<file path="config.mk">
export PLATFORM = sky130hd
export DESIGN_NAME = imm_encoder_flat
export DESIGN_NICKNAME = d
export VERILOG_FILES = /design/src/rtl/imm_encoder_if.sv /design/src/rtl/imm_encoder.sv /design/src/flat_wrapper.sv
export SDC_FILE = /design/constraint.sdc
export NUM_CORES = 1
export LEC_CHECK = 0
export ABC_CLOCK_PERIOD_IN_PS = 1900
export CAP_MARGIN = 40
export CORE_MARGIN = 3
export CORE_UTILIZATION = 29
export DETAILED_ROUTE_END_ITERATION = 10
export HOLD_SLACK_MARGIN = 0.1
export RECOVER_POWER = 25
export SLEW_MARGIN = 30
export SYNTH_ARGS = -nofsm -noshare
export SYNTH_HDL_FRONTEND = slang
export SYNTH_SLANG_ARGS = --single-unit
</file>
<file path="constraint.sdc">
create_clock -name clk_i -period 1.9 [get_ports clk_i]
set_input_delay 0.475 -clock clk_i [delete_from_list [all_inputs] [get_ports clk_i]]
set_output_delay 0.475 -clock clk_i [all_outputs]
set_load 0.02 [all_outputs]
</file>
<file path="src/rtl/imm_encoder_if.sv">
// Stream interface for the I-type immediate encoder.
// Input beats, address load, and output beats toward the loader.
interface imm_encoder_if #(
    parameter int ADDR_W = 8
);
    logic              valid_i;
    logic              ready_o;
    logic [31:0]       value_i;
    logic [2:0]        funct3_i;
    logic [4:0]        rs1_i;
    logic [4:0]        rd_i;
    logic              load_i;
    logic [ADDR_W-1:0] start_addr_i;
    logic              valid_o;
    logic              ready_i;
    logic [31:0]       instr_o;
    logic [ADDR_W-1:0] addr_o;
    logic              range_err_o;
    logic [7:0]        err_cnt_o;

    modport master (
        output valid_i, value_i, funct3_i, rs1_i, rd_i,
        output load_i, start_addr_i, ready_i,
        input  ready_o, valid_o, instr_o, addr_o,
        input  range_err_o, err_cnt_o
    );

    modport slave (
        input  valid_i, value_i, funct3_i, rs1_i, rd_i,
        input  load_i, start_addr_i, ready_i,
        output ready_o, valid_o, instr_o, addr_o,
        output range_err_o, err_cnt_o
    );
endinterface

</file>
<file path="src/rtl/imm_encoder.sv">
// Packs immediates into OP-IMM instructions with word addresses.
// IMM_ENCODER_SATURATE_EN: clamp out-of-range values instead of dropping.
module imm_encoder #(
    parameter int             ADDR_W = 8,
    parameter logic [6:0]     OPCODE = 7'b0010011
) (
    input logic        clk_i,
    input logic        rst_i,
    imm_encoder_if.slave bus
);
    logic              is_srai;
    logic              legal;
    logic [27:0]       hi_s;
    logic [20:0]       hi_a;
    logic [11:0]       imm;
    logic [31:0]       enc;

    logic              s1_full;
    logic              s1_err;
    logic [31:0]       s1_instr;
    logic              s2_full;
    logic [31:0]       instr_q;
    logic [ADDR_W-1:0] cnt;
    logic              err_q;
    logic [7:0]        err_cnt;

    logic              s1_move;
    logic              acc;
    logic              out_hs;

    assign is_srai = (bus.funct3_i == 3'b101);
    assign hi_s    = bus.value_i[31:4];
    assign hi_a    = bus.value_i[31:11];
    assign legal   = is_srai ? (&hi_s || ~|hi_s)
                             : (&hi_a || ~|hi_a);

    always_comb begin
        imm = is_srai ? {7'b0100000, bus.value_i[4:0]}
                      : bus.value_i[11:0];
`ifdef IMM_ENCODER_SATURATE_EN
        // Clamp toward the bound on the side of the value's sign
        if (!legal) begin
            if (is_srai)
                imm = {7'b0100000,
                       bus.value_i[31] ? 5'b10000 : 5'b01111};
            else
                imm = bus.value_i[31] ? 12'h800 : 12'h7FF;
        end
`endif
    end

    assign enc = {imm, bus.rs1_i, bus.funct3_i, bus.rd_i, OPCODE};

    assign out_hs  = s2_full && bus.ready_i;
    assign s1_move = s1_full && (!s2_full || bus.ready_i);
    assign bus.ready_o = !rst_i && (!s1_full || s1_move);
    assign acc     = bus.valid_i && bus.ready_o;

    always_ff @(posedge clk_i) begin
        if (rst_i) begin
            s1_full  <= 1'b0;
            s1_err   <= 1'b0;
            s1_instr <= '0;
            s2_full  <= 1'b0;
            instr_q  <= '0;
            cnt      <= '0;
            err_q    <= 1'b0;
            err_cnt  <= '0;
        end else begin
            if (acc) begin
                s1_full  <= 1'b1;
                s1_instr <= enc;
                s1_err   <= !legal;
            end else if (s1_move) begin
                s1_full  <= 1'b0;
            end

            if (s1_move) begin
`ifdef IMM_ENCODER_SATURATE_EN
                s2_full <= 1'b1;
                instr_q <= s1_instr;
`else
                s2_full <= !s1_err;
                if (!s1_err)
                    instr_q <= s1_instr;
`endif
            end else if (out_hs) begin
                s2_full <= 1'b0;
            end

            err_q <= s1_move && s1_err;
            if (s1_move && s1_err && err_cnt != 8'hFF)
                err_cnt <= err_cnt + 8'd1;

            // A load overrides the post-handshake increment
            if (bus.load_i)
                cnt <= bus.start_addr_i;
            else if (out_hs)
                cnt <= cnt + 1'b1;
        end
    end

    assign bus.valid_o     = s2_full;
    assign bus.instr_o     = instr_q;
    assign bus.addr_o      = cnt;
    assign bus.range_err_o = err_q;
    assign bus.err_cnt_o   = err_cnt;
endmodule

</file>
<file path="src/flat_wrapper.sv">
// flat-port wrapper written by rule: the top's interface ports become plain ports
module imm_encoder_flat 
#(
    parameter int             ADDR_W = 8,
    parameter logic [6:0]     OPCODE = 7'b0010011
)
  (clk_i, rst_i, bus_valid_i, bus_value_i, bus_funct3_i, bus_rs1_i, bus_rd_i, bus_load_i, bus_start_addr_i, bus_ready_i, bus_ready_o, bus_valid_o, bus_instr_o, bus_addr_o, bus_range_err_o, bus_err_cnt_o);
  imm_encoder_if #(.ADDR_W(ADDR_W)) bus_i ();
  input logic clk_i;
  input logic rst_i;
  input wire logic [$bits(bus_i.valid_i)-1:0] bus_valid_i;
  input wire logic [$bits(bus_i.value_i)-1:0] bus_value_i;
  input wire logic [$bits(bus_i.funct3_i)-1:0] bus_funct3_i;
  input wire logic [$bits(bus_i.rs1_i)-1:0] bus_rs1_i;
  input wire logic [$bits(bus_i.rd_i)-1:0] bus_rd_i;
  input wire logic [$bits(bus_i.load_i)-1:0] bus_load_i;
  input wire logic [$bits(bus_i.start_addr_i)-1:0] bus_start_addr_i;
  input wire logic [$bits(bus_i.ready_i)-1:0] bus_ready_i;
  output wire logic [$bits(bus_i.ready_o)-1:0] bus_ready_o;
  output wire logic [$bits(bus_i.valid_o)-1:0] bus_valid_o;
  output wire logic [$bits(bus_i.instr_o)-1:0] bus_instr_o;
  output wire logic [$bits(bus_i.addr_o)-1:0] bus_addr_o;
  output wire logic [$bits(bus_i.range_err_o)-1:0] bus_range_err_o;
  output wire logic [$bits(bus_i.err_cnt_o)-1:0] bus_err_cnt_o;
  assign bus_i.valid_i = bus_valid_i;
  assign bus_i.value_i = bus_value_i;
  assign bus_i.funct3_i = bus_funct3_i;
  assign bus_i.rs1_i = bus_rs1_i;
  assign bus_i.rd_i = bus_rd_i;
  assign bus_i.load_i = bus_load_i;
  assign bus_i.start_addr_i = bus_start_addr_i;
  assign bus_i.ready_i = bus_ready_i;
  assign bus_ready_o = bus_i.ready_o;
  assign bus_valid_o = bus_i.valid_o;
  assign bus_instr_o = bus_i.instr_o;
  assign bus_addr_o = bus_i.addr_o;
  assign bus_range_err_o = bus_i.range_err_o;
  assign bus_err_cnt_o = bus_i.err_cnt_o;
  imm_encoder #(.ADDR_W(ADDR_W), .OPCODE(OPCODE)) u_core (.clk_i(clk_i), .rst_i(rst_i), .bus(bus_i));
endmodule
</file>
==> metrics <==
DRC Markers 0; EDFF count, synth 0; IO Port Bufs 104; Cell Chain, Critical Path clkdlybuf4s50_1; minimum clock period 1.84 ns; Die Ht roughly 110 um; I/O pin count roughly 110; total grt overflow 0; routability cong. just over 0.8; final std cells w/o fill 620; hpwl dp approximately 5700 um; Avg Inst Size Synth about 8 um2; number of diodes 0; core area approximately 10000 um2; Area growth, synth to finish 47.0%; Worst path max stage delay about 0.63 ns; most used cells in the layout excluding fill and tap cells nand2_1, clkdlybuf4s50_1, dfxtp_1; drt pass-1 iters 4; CTS tree built; Hold-fix buffers, CTS 0; crit-path max FO 4; number of instances in the placed design between 600 and 700; clk buf depth 2; clock buffer count from CTS 9; Power Dens Cells just under 800 nW/um2; Placed Instance Area approximately 4200 um2; wire per inst around 13 um; die area 11600 um2; Setup Buffers After CTS 0; fin nets 542; leak pwr about 1.7 nW; Relative slew margins a little over half; Yosys warning count 0; worst-margin pin slew 0.684 ns; final-report max-slew violation count 0; mapped cell area 3010 um2; initial core utilization a little under a third; maximum VDD drop roughly 0.4 mV; Via density between 4 and 5; setup violators final 0; Worst path slowest cell clkdlybuf4s50_1; Crit path required time roughly 1.4 ns; #FFs+latches synth 72; crit share post-route approximately 97%; synthesized instance count roughly 370; Worst setup SP type register; share of post-route cells with drive strength above 1 9.65%; die width ~110 um; Distinct cells, synth 38; commonest non-fill, non-tap cell in the layout nand2_1; worst setup path category register to output port; CP arrival 1.37 ns; Max-Cap Viols 0; worst skew pair latency ~0.35 ns; Overall Global Routing Usage between 10% and 20%; Final Hold Viols 0; antenna violations before repair 0; Detailed Route Iter0 Violations 88; crit path buf inv count 1; DR vias ~2800; vias in the first global route 2842; Design Power 0.00344 W; largest net degree at the start of global routing 73; Worst-path clk slew 0.08 ns; Hold WC Path Type register to register; drt total wl 8170 um; clock sink count 72; CP top delay family buffers and inverters; top_reg_cell synth dfxtp_1; share of flip-flops with an asynchronous set or reset 0%; Antenna Violating Nets Remaining 0; status finished, final reports clean; Worst Skew around 0.013 ns; fin area 4420 um2; row cnt 36; first-pass GRT wire length ~13000 um; crit end category output port; H-tree levels 3; sequential-to-total area share from yosys stat 47.9%; clock root buffer clkbuf_8; Fmax about 0.54 GHz
-- final timing paths --
kind | cells past startpoint | endpoint | slack (ns) | from
worst max-delay path | 1 | bus_addr_o[2] | 0.06 | u_core.bus.addr_o[2]
worst min register to register | 2 | u_core.bus.instr_o[29] | 0.45 | u_core.s1_instr[29]
worst min-delay path | 2 | u_core.bus.instr_o[29] | 0.45 | u_core.s1_instr[29]
worst max register to register | 6 | u_core.bus.err_cnt_o[6] | 0.26 | u_core.bus.valid_o
-- Yosys cell counts (2+ instances only) --
library cell	n	area share [%]
nor2_1	22	2.7
buf_4	10	2.5
nor3b_1	2	0.50
a21oi_1	43	7.2
nor4_1	6	1.2
clkbuf_1	9	1.1
nand3b_1	19	4.7
and4_4	2	0.75
or4_1	2	0.50
nand4_1	7	1.5
nor3_1	4	0.67
a211oi_1	2	0.50
nand3_1	14	2.3
inv_1	4	0.50
dfxtp_1	72	48
xnor2_1	7	2.0
o21ai_0	3	0.50
ha_1	2	0.83
nand2_1	111	14
buf_2	4	0.67
xor2_1	7	2.0
-- state kept, by name, indices dropped and copies added (netlist names) --
register / count
u_core.s1_err: 1
u_core.bus.valid_o: 1
u_core.s1_full: 1
u_core.s1_instr: 26
u_core.bus.addr_o: 8
u_core.bus.err_cnt_o: 8
u_core.bus.range_err_o: 1
u_core.bus.instr_o: 26
-- stage by stage --
stage                     utilization, %  worst slack [ns]  hold WS, ns  setup TNS, ns
after floorplan                        -             0.178        0.432              0
after global placement              42.8            -0.397        0.436          -7.33
after detailed placement            42.8            -0.413        0.444          -9.07
after CTS                           45.0          0.000294        0.454              0
after global routing                44.6           -0.0129        0.466        -0.0129
final                               44.6            0.0585        0.450              0
-- routing by layer --
metal  up-vias  part of all wire, %  track usage (%)
met5         -                    0                0
met4         0                  1.7             4.06
met1      1275                   44             17.1
met2        84                   47             24.1
met3        14                  7.1             5.58
li1       1469                    -                -
-- repair_timing --
item | in CTS | in global routing
setup endpoints to repair | 6 | 12
hold endpoints to repair | 0 | 0
gates resized for setup | 9 | 15
pin swaps | 0 | 1
-- power breakdown --
part	total (W)	leakage, nW	switching, W	internal (W)
Sequential	0.00162	0.588	0.0000419	0.00157
Clock	0.00139	0.113	0.000611	0.000780
Combinational	0.000438	0.963	0.000213	0.000225
Total	0.00344	1.66	0.000866	0.00258
-- logic make-up after synthesis --
group	share of synthesized area (%)
compound gates	9.32
flops	47.9
other cells	0.125
buf+inv	5.57
simple gates	32.2
xor+xnor	4.08
fa+ha+maj	0.832
-- layout make-up --
class	count	area (um2)
fillers	1030	5490
clock buffers	10	138
clock inverters	6	90.1
well taps	133	166
multi-input cells	271	1430
repair buffers	124	1140
flip-flops and latches	72	1440
inverters	4	15.0
(Power assumes the default switching activity.)
